## src/rtl/pipelined_control_unit.sv

```systemverilog
// Decodes the ID opcode and carries the control word through ID/EX, EX/MEM and MEM/WB.
// Adds load-use stall detection, forwarding selects and branch/jump flushes.
// The priority order is reset, then hold, then branch flush, then load-use stall, then normal advance.
module pipelined_control_unit #(
  parameter int OPCODE_W   = 6,
  parameter int REG_ADDR_W = 5,
  parameter int ALUOP_W    = 2
) (
  input  logic                  clk,
  input  logic                  reset,
  input  logic [OPCODE_W-1:0]   opcode_id,
  input  logic [REG_ADDR_W-1:0] rs_id,
  input  logic [REG_ADDR_W-1:0] rt_id,
  input  logic [REG_ADDR_W-1:0] rd_id,
  input  logic                  branch_taken_ex,
  input  logic                  hold,
  output logic                  ex_reg_dst,
  output logic                  ex_alu_src,
  output logic [ALUOP_W-1:0]    ex_alu_op,
  output logic                  mem_read,
  output logic                  mem_write,
  output logic                  wb_mem_to_reg,
  output logic                  wb_reg_write,
  output logic [REG_ADDR_W-1:0] wb_dst,
  output logic [1:0]            forward_a,
  output logic [1:0]            forward_b,
  output logic                  pc_write,
  output logic                  ifid_write,
  output logic                  ifid_flush,
  output logic                  jump_id,
  output logic                  illegal_id
);

  localparam logic [OPCODE_W-1:0] OP_RTYPE = OPCODE_W'(6'b000000);
  localparam logic [OPCODE_W-1:0] OP_ADDI  = OPCODE_W'(6'b001000);
  localparam logic [OPCODE_W-1:0] OP_LW    = OPCODE_W'(6'b100011);
  localparam logic [OPCODE_W-1:0] OP_SW    = OPCODE_W'(6'b101011);
  localparam logic [OPCODE_W-1:0] OP_BEQ   = OPCODE_W'(6'b000100);
  localparam logic [OPCODE_W-1:0] OP_J     = OPCODE_W'(6'b000010);

  localparam logic [ALUOP_W-1:0] ALU_ADD  = ALUOP_W'(2'b00);
  localparam logic [ALUOP_W-1:0] ALU_SUB  = ALUOP_W'(2'b01);
  localparam logic [ALUOP_W-1:0] ALU_FUNC = ALUOP_W'(2'b10);

  localparam logic [1:0] FWD_REG   = 2'b00;
  localparam logic [1:0] FWD_EXMEM = 2'b10;
  localparam logic [1:0] FWD_MEMWB = 2'b01;

  // Decoded ID-stage control word
  logic                  dec_reg_dst;
  logic                  dec_alu_src;
  logic [ALUOP_W-1:0]    dec_alu_op;
  logic                  dec_mem_read;
  logic                  dec_mem_write;
  logic                  dec_mem_to_reg;
  logic                  dec_reg_write;
  logic                  dec_jump;
  logic                  dec_illegal;
  logic [REG_ADDR_W-1:0] dst_id;

  // ID/EX register. The branch decision itself is resolved by the datapath
  // and arrives on branch_taken_ex, so only the fields that drive
  // EX, MEM or WB controls are carried here.
  logic                  idex_reg_dst;
  logic                  idex_alu_src;
  logic [ALUOP_W-1:0]    idex_alu_op;
  logic                  idex_mem_read;
  logic                  idex_mem_write;
  logic                  idex_mem_to_reg;
  logic                  idex_reg_write;
  logic [REG_ADDR_W-1:0] idex_rs;
  logic [REG_ADDR_W-1:0] idex_rt;
  logic [REG_ADDR_W-1:0] idex_dst;

  // EX/MEM register
  logic                  exmem_mem_read;
  logic                  exmem_mem_write;
  logic                  exmem_mem_to_reg;
  logic                  exmem_reg_write;
  logic [REG_ADDR_W-1:0] exmem_dst;

  // MEM/WB register
  logic                  memwb_mem_to_reg;
  logic                  memwb_reg_write;
  logic [REG_ADDR_W-1:0] memwb_dst;

  logic load_use;
  logic insert_bubble;

  // Opcode decode table; unknown opcodes yield an all-zero word and flag illegal
  always_comb begin
    dec_reg_dst    = 1'b0;
    dec_alu_src    = 1'b0;
    dec_alu_op     = ALU_ADD;
    dec_mem_read   = 1'b0;
    dec_mem_write  = 1'b0;
    dec_mem_to_reg = 1'b0;
    dec_reg_write  = 1'b0;
    dec_jump       = 1'b0;
    dec_illegal    = 1'b0;
    case (opcode_id)
      OP_RTYPE: begin
        dec_reg_dst   = 1'b1;
        dec_reg_write = 1'b1;
        dec_alu_op    = ALU_FUNC;
      end
      OP_ADDI: begin
        dec_alu_src   = 1'b1;
        dec_reg_write = 1'b1;
      end
      OP_LW: begin
        dec_alu_src    = 1'b1;
        dec_mem_read   = 1'b1;
        dec_mem_to_reg = 1'b1;
        dec_reg_write  = 1'b1;
      end
      OP_SW: begin
        dec_alu_src   = 1'b1;
        dec_mem_write = 1'b1;
      end
      OP_BEQ: begin
        dec_alu_op = ALU_SUB;
      end
      OP_J: begin
        dec_jump = 1'b1;
      end
      default: begin
        dec_illegal = 1'b1;
      end
    endcase
  end

  assign dst_id     = dec_reg_dst ? rd_id : rt_id;
  assign jump_id    = dec_jump;
  assign illegal_id = dec_illegal;

  // Load-use hazard: a load in EX whose target is read by the instruction in ID.
  // Register 0 is hardwired so it never creates a dependency.
  assign load_use = idex_mem_read && (idex_rt != '0) &&
                    ((idex_rt == rs_id) || (idex_rt == rt_id));

  // A taken branch squashes the ID instruction, which also cancels any stall it caused
  assign insert_bubble = branch_taken_ex || load_use;

  // Fetch/decode enables and IF/ID flush, following the priority order
  always_comb begin
    pc_write   = 1'b1;
    ifid_write = 1'b1;
    ifid_flush = 1'b0;
    if (reset) begin
      pc_write   = 1'b1;
      ifid_write = 1'b1;
      ifid_flush = 1'b0;
    end else if (hold) begin
      pc_write   = 1'b0;
      ifid_write = 1'b0;
      ifid_flush = 1'b0;
    end else if (branch_taken_ex) begin
      pc_write   = 1'b1;
      ifid_write = 1'b1;
      ifid_flush = 1'b1;
    end else if (load_use) begin
      pc_write   = 1'b0;
      ifid_write = 1'b0;
      ifid_flush = 1'b0;
    end else begin
      ifid_flush = dec_jump;
    end
  end

  // ID/EX: load decoded word, or a bubble on flush/stall; frozen while hold is high
  always_ff @(posedge clk or posedge reset) begin
    if (reset) begin
      idex_reg_dst    <= 1'b0;
      idex_alu_src    <= 1'b0;
      idex_alu_op     <= '0;
      idex_mem_read   <= 1'b0;
      idex_mem_write  <= 1'b0;
      idex_mem_to_reg <= 1'b0;
      idex_reg_write  <= 1'b0;
      idex_rs         <= '0;
      idex_rt         <= '0;
      idex_dst        <= '0;
    end else if (!hold) begin
      if (insert_bubble) begin
        idex_reg_dst    <= 1'b0;
        idex_alu_src    <= 1'b0;
        idex_alu_op     <= '0;
        idex_mem_read   <= 1'b0;
        idex_mem_write  <= 1'b0;
        idex_mem_to_reg <= 1'b0;
        idex_reg_write  <= 1'b0;
        idex_rs         <= '0;
        idex_rt         <= '0;
        idex_dst        <= '0;
      end else begin
        idex_reg_dst    <= dec_reg_dst;
        idex_alu_src    <= dec_alu_src;
        idex_alu_op     <= dec_alu_op;
        idex_mem_read   <= dec_mem_read;
        idex_mem_write  <= dec_mem_write;
        idex_mem_to_reg <= dec_mem_to_reg;
        idex_reg_write  <= dec_reg_write;
        idex_rs         <= rs_id;
        idex_rt         <= rt_id;
        idex_dst        <= dst_id;
      end
    end
  end

  // EX/MEM: MEM and WB fields advance from ID/EX unless held
  always_ff @(posedge clk or posedge reset) begin
    if (reset) begin
      exmem_mem_read   <= 1'b0;
      exmem_mem_write  <= 1'b0;
      exmem_mem_to_reg <= 1'b0;
      exmem_reg_write  <= 1'b0;
      exmem_dst        <= '0;
    end else if (!hold) begin
      exmem_mem_read   <= idex_mem_read;
      exmem_mem_write  <= idex_mem_write;
      exmem_mem_to_reg <= idex_mem_to_reg;
      exmem_reg_write  <= idex_reg_write;
      exmem_dst        <= idex_dst;
    end
  end

  // MEM/WB: WB fields advance from EX/MEM unless held
  always_ff @(posedge clk or posedge reset) begin
    if (reset) begin
      memwb_mem_to_reg <= 1'b0;
      memwb_reg_write  <= 1'b0;
      memwb_dst        <= '0;
    end else if (!hold) begin
      memwb_mem_to_reg <= exmem_mem_to_reg;
      memwb_reg_write  <= exmem_reg_write;
      memwb_dst        <= exmem_dst;
    end
  end

  // Forwarding selects; the younger EX/MEM result wins over MEM/WB, and register 0 never forwards
  always_comb begin
    forward_a = FWD_REG;
    forward_b = FWD_REG;
    if (exmem_reg_write && (exmem_dst != '0) && (exmem_dst == idex_rs)) begin
      forward_a = FWD_EXMEM;
    end else if (memwb_reg_write && (memwb_dst != '0) && (memwb_dst == idex_rs)) begin
      forward_a = FWD_MEMWB;
    end
    if (exmem_reg_write && (exmem_dst != '0) && (exmem_dst == idex_rt)) begin
      forward_b = FWD_EXMEM;
    end else if (memwb_reg_write && (memwb_dst != '0) && (memwb_dst == idex_rt)) begin
      forward_b = FWD_MEMWB;
    end
  end

  assign ex_reg_dst    = idex_reg_dst;
  assign ex_alu_src    = idex_alu_src;
  assign ex_alu_op     = idex_alu_op;
  assign mem_read      = exmem_mem_read;
  assign mem_write     = exmem_mem_write;
  assign wb_mem_to_reg = memwb_mem_to_reg;
  assign wb_reg_write  = memwb_reg_write;
  assign wb_dst        = memwb_dst;

endmodule

```

## config.mk

```make
export PLATFORM = sky130hd
export DESIGN_NAME = pipelined_control_unit
export DESIGN_NICKNAME = d
export VERILOG_FILES = /design/src/rtl/pipelined_control_unit.sv
export SDC_FILE = /design/constraint.sdc
export NUM_CORES = 1
export LEC_CHECK = 0
export CAP_MARGIN = 20
export CORE_AREA = 8 8 86 65
export DETAILED_ROUTE_END_ITERATION = 8
export DIE_AREA = 0 0 94 73
export GPL_ROUTABILITY_DRIVEN = 1
export PLACE_DENSITY = 0.84
export SLEW_MARGIN = 20
export SYNTH_ARGS = -nofsm -noshare
export SYNTH_HDL_FRONTEND = slang
export SYNTH_SLANG_ARGS = --single-unit
```

## constraint.sdc

```tcl
create_clock -name clk -period 5.85 [get_ports clk]
set_clock_uncertainty 0.05 [all_clocks]
set_input_delay 1.17 -clock clk [delete_from_list [all_inputs] [get_ports clk]]
set_output_delay 1.17 -clock clk [all_outputs]
set_load 0.02 [all_outputs]
```

== Yosys cells after proc, flatten, opt, wreduce, memory -nomap -nowiden ==
Cells that the tools add are included.
Word-level totals
  register bits after elaboration: 37
  input port bits: 25
  output and inout bits: 22
  logic and storage cells: 74
Operators by class
  equal/unequal tests: 11
  mux-type cells: 30
  reductions and logical operators: 17
Operators with widths (number)
  $eq A5 B5 Y1: 6
  $mux W1: 22
  $mux W5: 4
  $reduce_bool A5 Y1: 3
  $eq A6 B6 Y1 const B: 2
  $logic_and A1 B1 Y1: 8
  $eq A6 B2 Y1 const B: 1
  $eq A6 B3 Y1 const B: 1
  $eq A6 B4 Y1 const B: 1
  $logic_not A6 Y1: 1
  $mux W2: 3
  $reduce_or A3 Y1: 2
  $reduce_or A6 Y1: 1
  $pmux W2 S2: 1
  $logic_or A1 B1 Y1: 2

== Depth between registers and ports, before layout ==
  depth in word-level cells: 7
  mapped depth: 7
  gate-level depth less buffers: 4

== Worst setup path before layout ==
No wires, ideal clock.
  path kind: input port to output port
  start point: input port reset
  end point: output port pc_write
  arrival time: 2520 ps
  required time: 4630 ps
  setup slack: 2110 ps
  stages: 3
  path buffers: 1
  cell sequence: inv_1 -> a22oi_2 -> buf_4
Between the ends
  longest elaborated chain between the ends: 1
Ends and longest elaborated chain
  start, declared: line 10  | input logic reset,
  $mux W1
  end, declared: line 27  | output logic pc_write,
No other way between the ends.

== Final worst setup path ==
  start point: input port opcode_id[3]
  end point: output port ifid_flush
Between the ends
  longest elaborated chain between the ends: 6
Ends and longest elaborated chain
  start, declared: line 11  | input logic [OPCODE_W-1:0] opcode_id,
  $eq A6 B2 Y1: line 101  | case (opcode_id)
  $mux W1: line 101
  $mux W1: line 162  | end else if (load_use) begin
  $mux W1: line 158  | end else if (branch_taken_ex) begin
  $mux W1: line 154  | end else if (hold) begin
  $mux W1: line 150  | if (reset) begin
  end, declared: line 29  | output logic ifid_flush,
No other way between the ends.

==> results.md <==
* Clock tree buffer depth at 2
* Worst-Margin Slew at between 700 and 800 ps
* Power Dens Cells at ~270 mW/mm^2
* Port Buffers at 46
* Initial Util at 0.537
* # clock sinks at 37
* Most common library cells after synthesis: dfrtp_1 (37), nand2_1 (23), o21ai_0 (17)
* CP max FO at 13
* Post-DR wirelength/cell at 17.9 microns
* Area Growth Syn to Fin at 26.6%
* Register area share after synthesis at 0.410
* Final WL at 5.72 mm
* Fmax at 0.232 GHz
* Peak supply drop at 165 uV
* Synthesized cell area at 0.00226 sq mm
* Iter 0 DRT Violations at around 120
* Routed vias at 1896
* M1 GR Usage at 0.237
* Register area at 926 sq um
* Most frequent cell on the critical path: clkdlybuf4s50_1
* Synth area leaders: dfrtp_1 (41%), mux2_2 (7.5%), xnor2_1 (6.2%)
* Synth top area share at 0.410
* Crit path time final at around 4300 ps
* Vias in the first global route at 1830
* CTS tree: done
* Post-route DRC at 0
* Count leader, synth: dfrtp_1
* Multi-input logic area at 0.00122 sq mm
* H-tree lvl count at 2
* Yosys reg bits at 37
* CP cell instances: clkdlybuf4s50_1 -> nor3_1 -> buf_4 -> and3_1 -> o21ai_0 -> a21oi_2 -> clkdlybuf4s50_1
* Cell count after synthesis at between 200 and 250
* Nets@finish at 289
* # diodes at 0
* Max Transition Viols Final at 0
* Critical path's largest stage delay at approximately 610 ps
* Post-Route Setup TNS at 0 ps
* Core area at ~0.0042 sq mm
* Data arrival, critical path at 3100 ps
* Worst min path class: flip-flop to flip-flop
* Grt peak-use layer: met2
* Outcome: finished, final reports clean
* Total power at 0.779 mW
* Die area at roughly 0.0069 sq mm
* Grt ovf at 0
* Synth cell types at 35
* CTS Buf Count at 5
* Post_cts resized at 0
* Die height at 73 microns
* Number of fill cells at roughly 350
* Yosys warning count at 0
* Setup CP Type: primary input to output pin
* Rows at 20
* GR Layer Usage met3 at 0.0411
* Critical path required time at 4630 ps
* Clk_lat worst skew at between 200 and 300 ps
* Post-layout util at 0.680
* GPL Wtd Cong at 0.857
* Worst setup EP type: output pin
* Initial antenna violation count at 0
* Syn nets at 251
* Antenna Nets Post-Route at 0
* Relative slew slack at 0.466
* Final hold vios at 0
* Post-cts hold buffer count at 0
* Io pins at 47
* Post-CTS setup repair buffer count at 0
* Setup violators final at 0
* Root Buffer: clkbuf_8
* Layout cells sized above 1 at 0.155
* Pin count of the biggest net entering global routing at 42
* M2 GR Usage at 0.269
* Final Cycle Share at 0.738
* Max-Cap Viols at 0
* CP Launch Type: primary input
* Fraction of registers with async set or reset after synthesis at 1.00
* Synth Area per Inst at 9.99 sq um
* CP max-delay cell: clkdlybuf4s50_1
* Die Wd at 94 microns
* Pre-CTS WS at 1550 ps
* Top_reg_cell synth: dfrtp_1
* Detailed placement HPWL at 4.03 mm
* Synth area leader: dfrtp_1
* Vias/cell at approximately 5.9
* P_leak at 1.14 nW
* EDFF count, synth at 0
* RSZ-0062 raised after global routing: false
* All-Layer GR Usage at 0.173
* Drt pass-1 iters at 4
* Min setup slack post-route at 1530 ps
* CTS clk-pin slew, worst paths at 90 ps
* First-pass GRT wire length at 9.52 mm
critical path: cells and delay by family:
| kind | cells | cell delay (ps) |
|---|---|---|
| and+or+nand+nor | 2 | 410 |
| AOI/OAI and AO/OA | 2 | 200 |
| buffers and inverters | 3 | 1320 |
kinds of logic (layout without fill, tap and decap cells):
logic type / count (synthesis) / after routing / synth area share
xor+xnor: 30 / 30 / 0.116
simple gates: 60 / 60 / 0.137
mux: 15 / 15 / 0.0748
buf+inv: 21 / 60 / 0.0527
flops: 37 / 37 / 0.410
compound gates: 62 / 62 / 0.204
fa+ha+maj: 1 / 1 / 0.00443
metrics by stage:
| step | cell area (sq um) | hold slack (ps) | std cells |
|---|---|---|---|
| after detailed placement | 2720 | 441 | 312 |
| final | 2860 | 453 | 320 |
| after global routing | 2860 | 473 | 320 |
| after floorplan | 2260 | 405 | 226 |
| after global placement | 2720 | 433 | 312 |
| after CTS | 2850 | 459 | 320 |
placed cells by master (no fill, tap or decap), drive strengths merged, types with 8 or more instances in the layout:
| cell type | synthesis | layout |
|---|---|---|
| nand2 | 23 | 23 |
| mux2 | 15 | 15 |
| xnor2 | 16 | 16 |
| o211ai | 12 | 12 |
| and3 | 8 | 8 |
| dfrtp | 37 | 37 |
| clkdlybuf4s50 | 0 | 46 |
| a32oi | 15 | 15 |
| xor2 | 14 | 14 |
| o21ai | 24 | 24 |
report_power, final:
part / switching [mW] / internal [mW]
clock: 0.101 / 0.172
sequential: 0.0468 / 0.284
combinational: 0.0834 / 0.0923
layer usage:
layer / vias to the layer above / part of all wire / wire [microns]
met3: 2 / 0.070 / 401
met4: 0 / 0.0044 / 25
met5: - / 0 / 0
met2: 76 / 0.46 / 2620
li1: 906 / - / -
met1: 912 / 0.47 / 2670
worst paths after layout:
check                               end    startpoint  cells after the start  slack (ps)
setup / recovery             ifid_flush  opcode_id[3]                      7        1530
hold / removal             exmem_dst[1]   idex_dst[1]                      1         450
hold reg to reg            exmem_dst[1]   idex_dst[1]                      1         450
setup reg to reg             ex_alu_src    idex_rt[1]                      4        3780
min in group asynchronous    ex_alu_src         reset                      3        1320
max in group asynchronous   idex_dst[3]         reset                      3        4070
final cells by class:
| cell class | count | area share |
|---|---|---|
| repair buffers | 51 | 0.174 |
| flip-flops and latches | 37 | 0.324 |
| clock inverters | 3 | 0.0241 |
| inverters | 1 | 0.00131 |
| well taps | 55 | 0.0241 |
| clock buffers | 5 | 0.0241 |
| multi-input cells | 168 | 0.428 |
Note: power is estimated with default switching activity, not from simulation.
